<file path="config.mk">
export PLATFORM = sky130hd
export DESIGN_NAME = mac_unit
export DESIGN_NICKNAME = d
export VERILOG_FILES = /design/src/rtl/mac_pkg.sv /design/src/rtl/mac_coef_rom.sv /design/src/rtl/mac_unit.sv
export SDC_FILE = /design/constraint.sdc
export NUM_CORES = 1
export LEC_CHECK = 0
export CAP_MARGIN = 20
export CORE_MARGIN = 1.5
export CORE_UTILIZATION = 45
export CTS_CLUSTER_SIZE = 14
export DETAILED_ROUTE_END_ITERATION = 8
export PLACE_DENSITY_LB_ADDON = 0.25
export SLEW_MARGIN = 20
export SYNTH_ARGS = -nofsm -noshare
export SYNTH_HDL_FRONTEND = slang
export SYNTH_HIERARCHICAL = 1
export SYNTH_SLANG_ARGS = --single-unit
</file>
<file path="constraint.sdc">
create_clock -name clk -period 8.86 [get_ports clk]
set_clock_uncertainty 0.15 [all_clocks]
set_input_delay 1.329 -clock clk [delete_from_list [all_inputs] [get_ports clk]]
set_output_delay 1.329 -clock clk [all_outputs]
set_load 0.03 [all_outputs]
</file>
<file path="src/rtl/mac_pkg.sv">
// Shared defaults and coefficient tables for the multiply-accumulate demo engine.
package mac_pkg;

  localparam int unsigned DEF_W     = 8;
  localparam int unsigned DEF_DEPTH = 4;
  localparam int unsigned DEF_OUT_W = 18;
  localparam int unsigned DEF_IDX_W = $clog2(DEF_DEPTH);

  typedef logic [DEF_IDX_W-1:0] idx_t;

  // Entry i lives at bits [i*W +: W]; frame sum of A.B is 70.
  localparam logic [DEF_DEPTH*DEF_W-1:0] A_TBL = {8'd4, 8'd3, 8'd2, 8'd1};
  localparam logic [DEF_DEPTH*DEF_W-1:0] B_TBL = {8'd8, 8'd7, 8'd6, 8'd5};

endpackage

</file>
<file path="src/rtl/mac_coef_rom.sv">
// Combinational coefficient lookup: table index -> {A[idx], B[idx]}.
module mac_coef_rom
  import mac_pkg::*;
#(
  parameter int unsigned             W      = DEF_W,
  parameter int unsigned             DEPTH  = DEF_DEPTH,
  parameter int unsigned             IDX_W  = $clog2(DEPTH),
  parameter logic [DEPTH*W-1:0]      A_COEF = A_TBL,
  parameter logic [DEPTH*W-1:0]      B_COEF = B_TBL
) (
  input  logic [IDX_W-1:0] idx,
  output logic [W-1:0]     a,
  output logic [W-1:0]     b
);

  assign a = A_COEF[idx*W +: W];
  assign b = B_COEF[idx*W +: W];

endmodule

</file>
<file path="src/rtl/mac_unit.sv">
// Free-running dot-product engine: one table term per clock, registered multiply,
// then accumulate; the accumulator restarts on the first term of every frame.
module mac_unit
  import mac_pkg::*;
#(
  parameter int unsigned        W      = DEF_W,
  parameter int unsigned        DEPTH  = DEF_DEPTH,
  parameter int unsigned        OUT_W  = DEF_OUT_W,
  parameter logic [DEPTH*W-1:0] A_COEF = A_TBL,
  parameter logic [DEPTH*W-1:0] B_COEF = B_TBL
) (
  input  logic             clk,
  input  logic             rst,
  output logic [OUT_W-1:0] out,
  output logic             frame_done
);

  localparam int unsigned IDX_W = $clog2(DEPTH);

  logic [IDX_W-1:0] idx_q, idx_d;
  logic [2*W-1:0]   prod_q, prod_d;
  logic             prod_vld_q;
  logic             prod_first_q, prod_first_d;
  logic             prod_last_q, prod_last_d;
  logic [OUT_W-1:0] acc_q, acc_d;
  logic             done_q, done_d;
  logic [W-1:0]     coef_a, coef_b;

  mac_coef_rom #(
    .W      (W),
    .DEPTH  (DEPTH),
    .IDX_W  (IDX_W),
    .A_COEF (A_COEF),
    .B_COEF (B_COEF)
  ) u_rom (
    .idx (idx_q),
    .a   (coef_a),
    .b   (coef_b)
  );

  // Stage 1: look up and multiply the current term; DEPTH is a power of two so idx wraps.
  always_comb begin
    idx_d        = idx_q + 1'b1;
    prod_d       = (2*W)'(coef_a) * (2*W)'(coef_b);
    prod_first_d = (idx_q == '0);
    prod_last_d  = (idx_q == IDX_W'(DEPTH - 1));
  end

  // Stage 2: the first term of a frame replaces the sum rather than adding to it.
  always_comb begin
    acc_d  = acc_q;
    done_d = 1'b0;
    if (prod_vld_q) begin
      acc_d  = prod_first_q ? OUT_W'(prod_q) : acc_q + OUT_W'(prod_q);
      done_d = prod_last_q;
    end
  end

  always_ff @(posedge clk) begin
    if (rst) begin
      idx_q        <= '0;
      prod_q       <= '0;
      prod_vld_q   <= 1'b0;
      prod_first_q <= 1'b0;
      prod_last_q  <= 1'b0;
      acc_q        <= '0;
      done_q       <= 1'b0;
    end else begin
      idx_q        <= idx_d;
      prod_q       <= prod_d;
      prod_vld_q   <= 1'b1;
      prod_first_q <= prod_first_d;
      prod_last_q  <= prod_last_d;
      acc_q        <= acc_d;
      done_q       <= done_d;
    end
  end

  assign out        = acc_q;
  assign frame_done = done_q;

endmodule

</file>
==> qor_table.md <==
| Result | Reported | Unit |
|---|---|---|
| Outcome | complete, no violations | - |
| Final-layout fill cell count | 950 | - |
| Commonest non-fill, non-tap cells in the layout | inv_1, ha_1, and2_1 | - |
| Mean post-synth cell area | 8.71 | sq um |
| Critical path arrival | 4.16 | ns |
| Routed wire length per instance | 13.3 | um |
| Worst endpoint required time | 8.92 | ns |
| Overflow after GRT | 0 | - |
| Unrepaired setup endpoints after global routing | false | - |
| Resized cells post-CTS | 0 | - |
| Gp weighted congestion | 0.867 | - |
| Largest stage delay on the critical path | 0.52 | ns |
| Portion of total power attributed to the clock network | 11.4 | % |
| Length of the first detailed-routing pass in iterations | 4 | - |
| Initial core utilization | 45.9 | % |
| Number of nets with antenna violations after routing | 0 | - |
| Count of cells along the worst register-to-register path | 13 | - |
| Final wirelength | 8.69 | mm |
| Number of warnings printed during yosys synthesis | 6 | - |
| Via total after detailed routing | 3423 | - |
| Number of input and output port buffers inserted | 20 | - |
| Reg2reg start | idx_q[0]$_SDFF_PP0_ | - |
| Clock tree root buffer cell | clkbuf_8 | - |
| Core area | 9640 | sq um |
| Vias in the first global route | 3505 | - |
| TritonCTS clock tree | built | - |
| Number of hold-slack violations in the final timing report | 0 | - |
| Time the final worst path needs with I/O delays and setup | 4.09 | ns |
| Mapped cell area | 4430 | sq um |
| Power density over the cells | 221 | nW/um^2 |
| DR iter-0 viols | 69 | - |
| Highest achievable clock rate | 244 | MHz |
| Worst-case vdd ir drop | 0.0000826 | V |
| ANT cells | 0 | - |
| Cell Rows | 36 | - |
| Switching power | 0.472 | mW |
| Slew at the pin closest to its max-slew limit | 0.845 | ns |
| Most common cell after layout, fill and taps aside | inv_1 | - |
| Via density per instance | 5.23 | - |
| Number of antenna violations at the first check in global routing | 0 | - |
| Leakage power | 2.26 | nW |
| # placed instances | 647 | - |
| Internal power summed over all cells | 0.578 | mW |
| Final setup violating endpoints | 0 | - |
| CTS sink count | 40 | - |
| Dpl cell area | 4660 | sq um |
| Count of final max-slew check failures | 0 | - |
| Slowest cell on the critical path | fa_1 | - |
| Finished Cell Area | 4740 | sq um |
| Destination of the critical timing path | prod_q[7]$_SDFF_PP0_ | - |
| Kind of critical path | flip-flop to flip-flop | - |
| Reported max-cap violation count | 0 | - |
| Max_slew headroom | 43.6 | % |
| Slack of the worst reg-to-reg path | 4.77 | ns |
| Switching portion of total power | 44.9 | % |
| Tightest Hold Check Type | flip-flop to flip-flop | - |
| Final worst hold slack | 0.318 | ns |
| Reg-to-reg critical path endpoint | prod_q[7]$_SDFF_PP0_ | - |
| Vertical die dimension | 102 | um |
| Boundary pin count | 21 | - |
| Count of placed standard cells in the final layout, fillers left out | 654 | - |
| Number of different library cells in the post-synthesis netlist | 59 | - |
| Most frequently used flop master after synthesis | dfxtp_1 | - |
| Combinational Power Share | 64.4 | % |
| Total routing usage reported by global routing | 18.3 | % |
| Wire length of the first global-routing pass | 15.4 | mm |
| Number of buffers inserted by hold repair at cts | 0 | - |
| CTS Buffer Depth | 2 | - |
| Post-synthesis to final-layout area growth | 7.18 | % |
| Proportion of power drawn by flip-flops and latches | 24.1 | % |
| FF+latch count, synth | 40 | - |
| DRC violation count after routing | 0 | - |
| HPWL after detailed placement | 6.96 | mm |
| Post-synthesis async set-or-reset flop share | 0 | % |
| EDFF count, synth | 0 | - |
| Deepest level of the CTS H-tree | 2 | - |
| Sequential element share of the synthesized area | 18.1 | % |
| Worst Setup Start Kind | flip-flop | - |
| Clock transition at the registers of the reported paths | 0.08 | ns |
| Number of instances in the synthesized netlist | 508 | - |
| Final-stage net count | 618 | - |
| Maximum number of pins on one net before global-route repair | 37 | - |
| Setup TNS after final layout | 0 | ns |
| Critical path startpoint | idx_q[0]$_SDFF_PP0_ | - |
| Chip width | 102 | um |
| Kind of end point of the critical path | flip-flop | - |
| Period utilisation layout | 46.2 | % |
| Buffer count from post-CTS setup fixing | 0 | - |
| Cells along the critical path | inv_1, ha_1, and2_1, fa_1, fa_1, ha_1, inv_1, fa_1, inv_1, ha_1, nor2b_1, o21ai_0, a211oi_1 | - |
| CP Max Fanout | 16 | - |
| CTS buffer count | 5 | - |
| Overall die area | 10400 | sq um |
| Worst-skew pair later-pin latency | 0.30 | ns |
| Layout cell share with drive strength beyond 1 | 3.84 | % |
## synth_stat cells, types with 2 or more instances
cell	number	area (sq um)
inv_1	61	229
ha_1	58	726
and2_1	52	325
dfxtp_1	40	801
fa_1	37	741
nor2_1	36	135
nand2_1	31	116
a21oi_1	20	100
o21ai_0	17	85.1
nor2b_1	13	81.3
buf_4	12	90.1
nor3_1	10	50.1
xnor2_1	10	87.6
a211oi_1	9	67.6
clkbuf_1	7	26.3
o22ai_1	7	43.8
o21a_1	6	45.0
xor2_1	6	52.6
a21o_1	5	37.5
a22oi_1	5	37.5
and3_1	5	31.3
mux2i_1	5	50.1
nand3_1	4	20.0
o211ai_1	4	30.0
a31oi_1	3	18.8
o21bai_1	3	22.5
a21o_2	2	17.5
buf_6	2	22.5
nand3b_1	2	15.0
nand4_1	2	12.5
o2111ai_1	2	17.5
o211a_1	2	20.0
o221ai_1	2	17.5
o41ai_1	2	17.5
or3_1	2	12.5
## final cells by class
type,count,area (sq um),share of cell area (%)
clock buffers,5,68.8,1.45
multi-input cells,391,3260,68.6
flip-flops and latches,40,801,16.9
well taps,133,166,3.51
inverters,62,233,4.91
clock inverters,2,12.5,0.264
repair buffers,21,208,4.38
## state kept, by name, summed over array words and instances (netlist names)
register / flops
out: 18
prod_q: 16
idx_q: 2
frame_done: 1
prod_first_q: 1
prod_last_q: 1
prod_vld_q: 1
## worst max-delay path: cells and delay by family (launching register included)
kind / cells / cell delay, ns
and+or+nand+nor: 2 / 0.46
DFF: 1 / 0.43
AOI/OAI and AO/OA: 2 / 0.30
adders and majority gates: 6 / 2.49
buffers and inverters: 3 / 0.18
## kinds of logic after synthesis
kind of cell             count (synthesis)  share of synthesized area (%)
XOR/XNOR                                16                           3.17
AND/OR/NAND/NOR                        164                           19.2
flip-flops                              40                           18.1
adder cells (fa/ha/maj)                 95                           33.1
other                                    1                         0.0847
AO/OA/AOI/OAI                          101                           15.9
buffers and inverters                   85                           9.04
multiplexers                             6                           1.38
## how the worst min path moves through the flow
stage / startpoint / to / slack, ns / cells after the start
2_1_floorplan: prod_last_q$_SDFF_PP0_ / frame_done$_SDFF_PP0_ / 0.29 / 1
6_report: prod_last_q$_SDFF_PP0_ / frame_done$_SDFF_PP0_ / 0.32 / 1
3_3_place_gp: prod_last_q$_SDFF_PP0_ / frame_done$_SDFF_PP0_ / 0.30 / 1
3_5_place_dp: prod_last_q$_SDFF_PP0_ / frame_done$_SDFF_PP0_ / 0.30 / 1
5_1_grt: prod_last_q$_SDFF_PP0_ / frame_done$_SDFF_PP0_ / 0.34 / 1
4_1_cts: prod_last_q$_SDFF_PP0_ / frame_done$_SDFF_PP0_ / 0.32 / 1
## power groups by stage
stage	sequential (mW)	clock, mW	combinational (mW)
after global placement	0.257	0	0.612
after detailed placement	0.257	0	0.619
final	0.253	0.120	0.677
after CTS	0.253	0.124	0.621
after global routing	0.258	0.129	0.777
after floorplan	0.270	0	0.537
## layer usage
metal	track usage, %	vias to the layer above	wire [um]
li1	-	1716	-
met3	1.57	11	137
met5	0	-	0
met4	4.74	0	125
met2	35.4	54	4410
met1	21.5	1642	4020
## metrics by stage
step           worst slack [ns]  utilization [%]  power [mW]
4_1_cts                    4.75             49.2       0.998
3_5_place_dp               4.77             48.4       0.877
6_report                   4.77             49.2        1.05
2_1_floorplan              5.13                -       0.807
3_3_place_gp               4.90             48.4       0.868
5_1_grt                    4.41             49.2        1.16
No activity file was read; power rests on OpenSTA's default activity.
